`src/rtl/alu_decode_stage.sv`:
```
// MIPS-I decode/issue stage: turns an instruction word plus its register reads
// into the alu operation/operand set, held in an ID/EX register with stall and flush.
module alu_decode_stage #(
  parameter logic [31:0] NOP_WORD = 32'h0000_0000
) (
  input  logic        clk,
  input  logic        rst_n,
  input  logic        in_valid,
  output logic        in_ready,
  input  logic [31:0] insn,
  input  logic [31:0] rs_data,
  input  logic [31:0] rt_data,
  input  logic        stall,
  input  logic        flush,
  output logic        out_valid,
  output logic [5:0]  operation,
  output logic [31:0] op1,
  output logic [31:0] op2,
  output logic [5:0]  shift_amount,
  output logic [4:0]  dest_reg,
  output logic        reg_write,
  output logic        mem_read,
  output logic        mem_write,
  output logic        illegal
);

  typedef enum logic [5:0] {
    OP_ADD = 6'd0,
    OP_SUB = 6'd1,
    OP_MUL = 6'd2,
    OP_DIV = 6'd3,
    OP_SLL = 6'd4,
    OP_SRL = 6'd5,
    OP_SLT = 6'd6,
    OP_AND = 6'd7,
    OP_OR  = 6'd8,
    OP_XOR = 6'd9,
    OP_NOR = 6'd10,
    OP_SRA = 6'd11,
    OP_LUI = 6'd12
  } alu_op_e;

  // Primary opcodes (insn[31:26])
  localparam logic [5:0] OPC_RTYPE = 6'h00;
  localparam logic [5:0] OPC_ADDI  = 6'h08;
  localparam logic [5:0] OPC_ADDIU = 6'h09;
  localparam logic [5:0] OPC_SLTI  = 6'h0A;
  localparam logic [5:0] OPC_ANDI  = 6'h0C;
  localparam logic [5:0] OPC_ORI   = 6'h0D;
  localparam logic [5:0] OPC_XORI  = 6'h0E;
  localparam logic [5:0] OPC_LUI   = 6'h0F;
  localparam logic [5:0] OPC_LW    = 6'h23;
  localparam logic [5:0] OPC_SW    = 6'h2B;

  // R-type function codes (insn[5:0])
  localparam logic [5:0] FN_SLL   = 6'h00;
  localparam logic [5:0] FN_SRL   = 6'h02;
  localparam logic [5:0] FN_SRA   = 6'h03;
  localparam logic [5:0] FN_SLLV  = 6'h04;
  localparam logic [5:0] FN_SRLV  = 6'h06;
  localparam logic [5:0] FN_SRAV  = 6'h07;
  localparam logic [5:0] FN_MULT  = 6'h18;
  localparam logic [5:0] FN_MULTU = 6'h19;
  localparam logic [5:0] FN_DIV   = 6'h1A;
  localparam logic [5:0] FN_DIVU  = 6'h1B;
  localparam logic [5:0] FN_ADD   = 6'h20;
  localparam logic [5:0] FN_ADDU  = 6'h21;
  localparam logic [5:0] FN_SUB   = 6'h22;
  localparam logic [5:0] FN_SUBU  = 6'h23;
  localparam logic [5:0] FN_AND   = 6'h24;
  localparam logic [5:0] FN_OR    = 6'h25;
  localparam logic [5:0] FN_XOR   = 6'h26;
  localparam logic [5:0] FN_NOR   = 6'h27;
  localparam logic [5:0] FN_SLT   = 6'h2A;

  typedef struct packed {
    logic        valid;
    alu_op_e     operation;
    logic [31:0] op1;
    logic [31:0] op2;
    logic [5:0]  shift_amount;
    logic [4:0]  dest_reg;
    logic        reg_write;
    logic        mem_read;
    logic        mem_write;
    logic        illegal;
  } idex_t;

  typedef enum logic [1:0] {
    MODE_BUBBLE,
    MODE_LOAD,
    MODE_HOLD
  } mode_e;

  logic [5:0]  opcode;
  logic [5:0]  funct;
  logic [4:0]  rt_field;
  logic [4:0]  rd_field;
  logic [4:0]  shamt;
  logic [15:0] imm;
  logic [31:0] imm_sext;
  logic [31:0] imm_zext;

  assign opcode   = insn[31:26];
  assign rt_field = insn[20:16];
  assign rd_field = insn[15:11];
  assign shamt    = insn[10:6];
  assign funct    = insn[5:0];
  assign imm      = insn[15:0];
  assign imm_sext = {{16{imm[15]}}, imm};
  assign imm_zext = {16'h0000, imm};

  idex_t dec;
  idex_t pipe;
  mode_e mode;
  logic  legal;
  logic  is_store;

  always_comb begin
    // NOTE: every field gets a default before the case tree, so no path can
    // leave a signal unassigned and infer a latch.
    dec          = '0;
    dec.valid    = 1'b1;
    dec.op1      = rs_data;
    dec.op2      = rt_data;
    legal        = 1'b1;
    is_store     = 1'b0;

    if (insn != NOP_WORD) begin
      case (opcode)
        OPC_RTYPE: begin
          dec.dest_reg = rd_field;
          case (funct)
            FN_ADD, FN_ADDU:   dec.operation = OP_ADD;
            FN_SUB, FN_SUBU:   dec.operation = OP_SUB;
            FN_MULT, FN_MULTU: dec.operation = OP_MUL;
            FN_DIV, FN_DIVU:   dec.operation = OP_DIV;
            FN_SLT:            dec.operation = OP_SLT;
            FN_AND:            dec.operation = OP_AND;
            FN_OR:             dec.operation = OP_OR;
            FN_XOR:            dec.operation = OP_XOR;
            FN_NOR:            dec.operation = OP_NOR;
            FN_SLL: begin
              dec.operation    = OP_SLL;
              dec.shift_amount = {1'b0, shamt};
            end
            FN_SRL: begin
              dec.operation    = OP_SRL;
              dec.shift_amount = {1'b0, shamt};
            end
            FN_SRA: begin
              dec.operation    = OP_SRA;
              dec.shift_amount = {1'b0, shamt};
            end
            // Variable shifts take their count from the rs register value.
            FN_SLLV: begin
              dec.operation    = OP_SLL;
              dec.shift_amount = {1'b0, rs_data[4:0]};
            end
            FN_SRLV: begin
              dec.operation    = OP_SRL;
              dec.shift_amount = {1'b0, rs_data[4:0]};
            end
            FN_SRAV: begin
              dec.operation    = OP_SRA;
              dec.shift_amount = {1'b0, rs_data[4:0]};
            end
            default: legal = 1'b0;
          endcase
        end
        OPC_ADDI, OPC_ADDIU: begin
          dec.operation = OP_ADD;
          dec.op2       = imm_sext;
          dec.dest_reg  = rt_field;
        end
        OPC_SLTI: begin
          dec.operation = OP_SLT;
          dec.op2       = imm_sext;
          dec.dest_reg  = rt_field;
        end
        OPC_ANDI: begin
          dec.operation = OP_AND;
          dec.op2       = imm_zext;
          dec.dest_reg  = rt_field;
        end
        OPC_ORI: begin
          dec.operation = OP_OR;
          dec.op2       = imm_zext;
          dec.dest_reg  = rt_field;
        end
        OPC_XORI: begin
          dec.operation = OP_XOR;
          dec.op2       = imm_zext;
          dec.dest_reg  = rt_field;
        end
        OPC_LUI: begin
          dec.operation = OP_LUI;
          dec.op2       = imm_zext;
          dec.dest_reg  = rt_field;
        end
        OPC_LW: begin
          dec.operation = OP_ADD;
          dec.op2       = imm_sext;
          dec.dest_reg  = rt_field;
          dec.mem_read  = 1'b1;
        end
        OPC_SW: begin
          dec.operation = OP_ADD;
          dec.op2       = imm_sext;
          dec.dest_reg  = rt_field;
          dec.mem_write = 1'b1;
          is_store      = 1'b1;
        end
        default: legal = 1'b0;
      endcase

      if (legal) begin
        dec.reg_write = ~is_store & (dec.dest_reg != 5'd0);
      end else begin
        // Unknown encodings still carry operands so a trap handler can inspect them.
        dec.illegal      = 1'b1;
        dec.operation    = OP_ADD;
        dec.op2          = rt_data;
        dec.shift_amount = '0;
        dec.dest_reg     = '0;
        dec.mem_read     = 1'b0;
        dec.mem_write    = 1'b0;
      end
    end
  end

  // Flush outranks stall; an idle cycle without flush or stall leaves a bubble.
  always_comb begin
    if (flush) begin
      mode = MODE_BUBBLE;
    end else if (stall) begin
      mode = MODE_HOLD;
    end else if (in_valid) begin
      mode = MODE_LOAD;
    end else begin
      mode = MODE_BUBBLE;
    end
  end

  // NOTE: the whole ID/EX register is reset, not just the valid bit, because
  // downstream control (reg_write, mem_write) must be quiet straight out of reset.
  always_ff @(posedge clk or negedge rst_n) begin
    if (!rst_n) begin
      pipe <= '0;
    end else begin
      // NOTE: state updates use non-blocking assignment so every register
      // samples pre-edge values regardless of statement order.
      case (mode)
        MODE_LOAD:   pipe <= dec;
        MODE_HOLD:   pipe <= pipe;
        default:     pipe <= '0;
      endcase
    end
  end

  assign in_ready     = ~stall;
  assign out_valid    = pipe.valid;
  assign operation    = pipe.operation;
  assign op1          = pipe.op1;
  assign op2          = pipe.op2;
  assign shift_amount = pipe.shift_amount;
  assign dest_reg     = pipe.dest_reg;
  assign reg_write    = pipe.reg_write;
  assign mem_read     = pipe.mem_read;
  assign mem_write    = pipe.mem_write;
  assign illegal      = pipe.illegal;

endmodule

```
`config.mk`:
```
export PLATFORM = sky130hd
export DESIGN_NAME = alu_decode_stage
export DESIGN_NICKNAME = d
export VERILOG_FILES = /design/src/rtl/alu_decode_stage.sv
export SDC_FILE = /design/constraint.sdc
export NUM_CORES = 1
export LEC_CHECK = 0
export CORE_AREA = 4 4 126 80
export DETAILED_ROUTE_END_ITERATION = 8
export DIE_AREA = 0 0 130 84
export PLACE_DENSITY_LB_ADDON = 0.25
export SLEW_MARGIN = 20
export SYNTH_ARGS = -nofsm -noshare
export SYNTH_HDL_FRONTEND = slang
export SYNTH_SLANG_ARGS = --single-unit
```
`constraint.sdc`:
```
create_clock -name clk -period 1.48 [get_ports clk]
set_input_delay 0.296 -clock clk [delete_from_list [all_inputs] [get_ports clk]]
set_output_delay 0.296 -clock clk [all_outputs]
set_load 0.01 [all_outputs]
```
==> results_dict.tcl <==
set metrics [dict create \
    status "finished with violations" \
    violations "negative setup slack" \
    synth_cell_types 53 \
    finalHoldViolCount 0 \
    power_frac_comb_pct 19.5 \
    power_mw 5.59 \
    wl_per_cell_um 19.4 \
    gp_congestion 0.956 \
    cp_data_arrival_time_ns 1.73 \
    antenna_found_initial 1 \
    synth.most_common_cell "dfrtp_1" \
    root_buffer "clkbuf_16" \
    async_flop_share_pct 100 \
    die_area_um2 10900 \
    cts_buffers 9 \
    clkPwrFrac_pct 37.8 \
    yosysTopAreaCellShare_pct 53.9 \
    power.internal_mw 4.17 \
    dr.pass1.iters 5 \
    synth_area_um2 3850 \
    cp.required_ns 1.73 \
    end_kind "register" \
    ys_warn_count 0 \
    clkLatencyLatePin_ns 0.33 \
    powerDensity_nw_per_um2 819 \
    ys_top_cells_by_area "dfrtp_1 (54%), a22o_1 (7.7%), o21ai_0 (5.3%), mux2i_1 (5.2%), nand2_1 (4.9%)" \
    fmax_mhz 676 \
    cts_tree "done" \
    finClkSkew_ns 0 \
    grt.total_usage_pct 26.7 \
    die_w_um 130 \
    slew_violations 0 \
    syn_inst 364 \
    routed-via-count 4030 \
    wl_met3_mm 1.41 \
    hpwl_mm 10.9 \
    wirelength_mm 14.5 \
    path_cells "buf_8, or3b_4, mux2i_4, buf_6, a31oi_4, or2_4, o31ai_2" \
    drcViolationCount 0 \
    met1_length_mm 6.24 \
    start_util_pct 43.2 \
    synth_commonest_cells "dfrtp_1 (83), nand2_1 (50), o21ai_0 (41), a22o_1 (34), nor2_1 (26)" \
    synth-main-ff-cell "dfrtp_1" \
    ir_drop_mv 0.644 \
    setup_viol 1 \
    cp.buffers_inverters 2 \
    synth-seq-cells 83 \
    portBuffers 184 \
    place_ws_ns -0.904 \
    cts.clk_slew.worst_paths_ns 0.06 \
    path_class "input port to register" \
    hold_ws_ns 0.287 \
    htreeDepth 3 \
    p_leak_nw 3.42 \
    switching_share_pct 25.3 \
    area_growth_pct 77.0 \
    grt_first_pass_wirelength_mm 22.4 \
    worstPathMaxFanout 5 \
    fin_ws_ns -0.000115 \
    diodes 0 \
    pin_count 188 \
    period_share_pct 100 \
    overflow 0 \
    p_sw_mw 1.41 \
    worstSetupStartpointType "input port" \
    crit_family "simple AND/OR/NAND/NOR gates" \
    avgSynthCellArea_um2 10.6 \
    hold_path_class "input port to register" \
    cts_num_sinks 83 \
    min_period_ns 1.48 \
    ant_nets 0 \
    drtIter0Drc 290 \
    nets 725 \
    clk_path_buf_depth 2 \
    grt_pass1_vias 4130 \
    avgViaCountPerCell 5.41 \
    row_count 27 \
    maxCapViolations 0 \
    power.share.sequential_pct 42.7 \
    die_y_um 84 \
    core_um2 8920 \
    synth_edf_count 0 \
    rsz0062_at_grt "true" \
    drive_gt1_share_pct 25.9 \
    yosysTopAreaCell "dfrtp_1" \
    cpPeakStageDelay_ns 0.40 \
    route.met2.wl_mm 6.55 \
    cp_slowest_cell "or3b_4" \
    yosysSeqAreaShare_pct 53.9 \
    routed.top_layer "met5" \
    grt_max_degree 42 \
]
-- through the flow --
| step | setup TNS [ns] | std cells | util [%] | area [um^2] |
|---|---|---|---|---|
| global route | -0.0804 | 745 | 76.5 | 6820 |
| detailed placement | -52.53 | 713 | 71.7 | 6390 |
| floorplan | -5.70 | 366 | - | 3920 |
| CTS | -0.0179 | 745 | 76.0 | 6780 |
| finish | -0.000115 | 745 | 76.5 | 6820 |
| global placement | -48.64 | 713 | 71.7 | 6390 |
-- layer usage --
layer	vias up	global-route usage, %
li1	1860	-
met4	2	6.79
met3	27	8.63
met2	202	41.3
met5	-	0
met1	1939	36.3
-- path summary, 6_finish.rpt --
| check | start | endpoint | slack [ns] | cells past startpoint |
|---|---|---|---|---|
| max | insn[30] | shift_amount[3] | -0.0001 | 7 |
| min | insn[16] | dest_reg[0] | 0.29 | 3 |
| max reg2reg | reg_write | reg_write | 0.73 | 1 |
| min reg2reg | dest_reg[3] | dest_reg[3] | 0.48 | 2 |
| max in group asynchronous | rst_n | op1[10] | 0.55 | 3 |
| min in group asynchronous | rst_n | op2[8] | 0.42 | 2 |
-- what timing repair did --
| action | CTS | global route |
|---|---|---|
| pin swaps | 22 | 20 |
| gates cloned | 2 | 0 |
| setup endpoints to repair | 150 | 30 |
| setup buffers | 13 | 1 |
| gates resized for setup | 197 | 50 |
| hold buffers | 1 | 0 |
| hold endpoints to repair | 23 | 0 |
-- layout make-up --
class,instances,area [um^2]
Clock inverter,3,22.5
Fill cell,622,2090
Multi-Input combinational cell,248,1750
Tap cell,116,145
Sequential cell,83,2080
Inverter,4,15.0
Clock buffer,13,260
Timing Repair Buffer,278,2550
-- layout by cell type, fill, tap and decap left out, drive strengths merged, types with 2 or more instances in the layout --
cell and instances:
nand2b 2, clkinvlp 3, and3 2, conb 3, a32o 6, o31ai 4
clkbuf 23, buf 106, dlymetal6s2s 2, nor3 3, a22oi 5, a31oi 3
or2 2, nor4 8, nand3b 3, inv 4, a2bb2oi 2, nor2 26
a22o 34, xnor2 2, mux2i 21, clkdlybuf4s15 2, o22ai 4, dlygate4sd2 92
clkdlybuf4s50 65, a21oi 3, dfrtp 83, nand2 50, o21ai 41, nand4 2
and2 2
-- power by group through the flow --
stage | clock (mW) | sequential [mW] | combinational (mW)
2_1_floorplan | 0 | 2.46 | 0.313
3_3_place_gp | 0 | 2.42 | 1.06
3_5_place_dp | 0 | 2.43 | 1.07
4_1_cts | 2.13 | 2.39 | 1.06
5_1_grt | 2.25 | 2.39 | 1.16
6_report | 2.11 | 2.39 | 1.09
-- kinds of logic after synthesis --
logic type	count (synthesis)	share of synthesized area, %
flops	83	53.9
simple gates	107	13.2
xor+xnor	2	0.454
compound gates	113	21.2
mux	22	6.07
buf+inv	36	5.10
other cells	1	0.0973
Note: power is estimated with default switching activity, not from simulation.
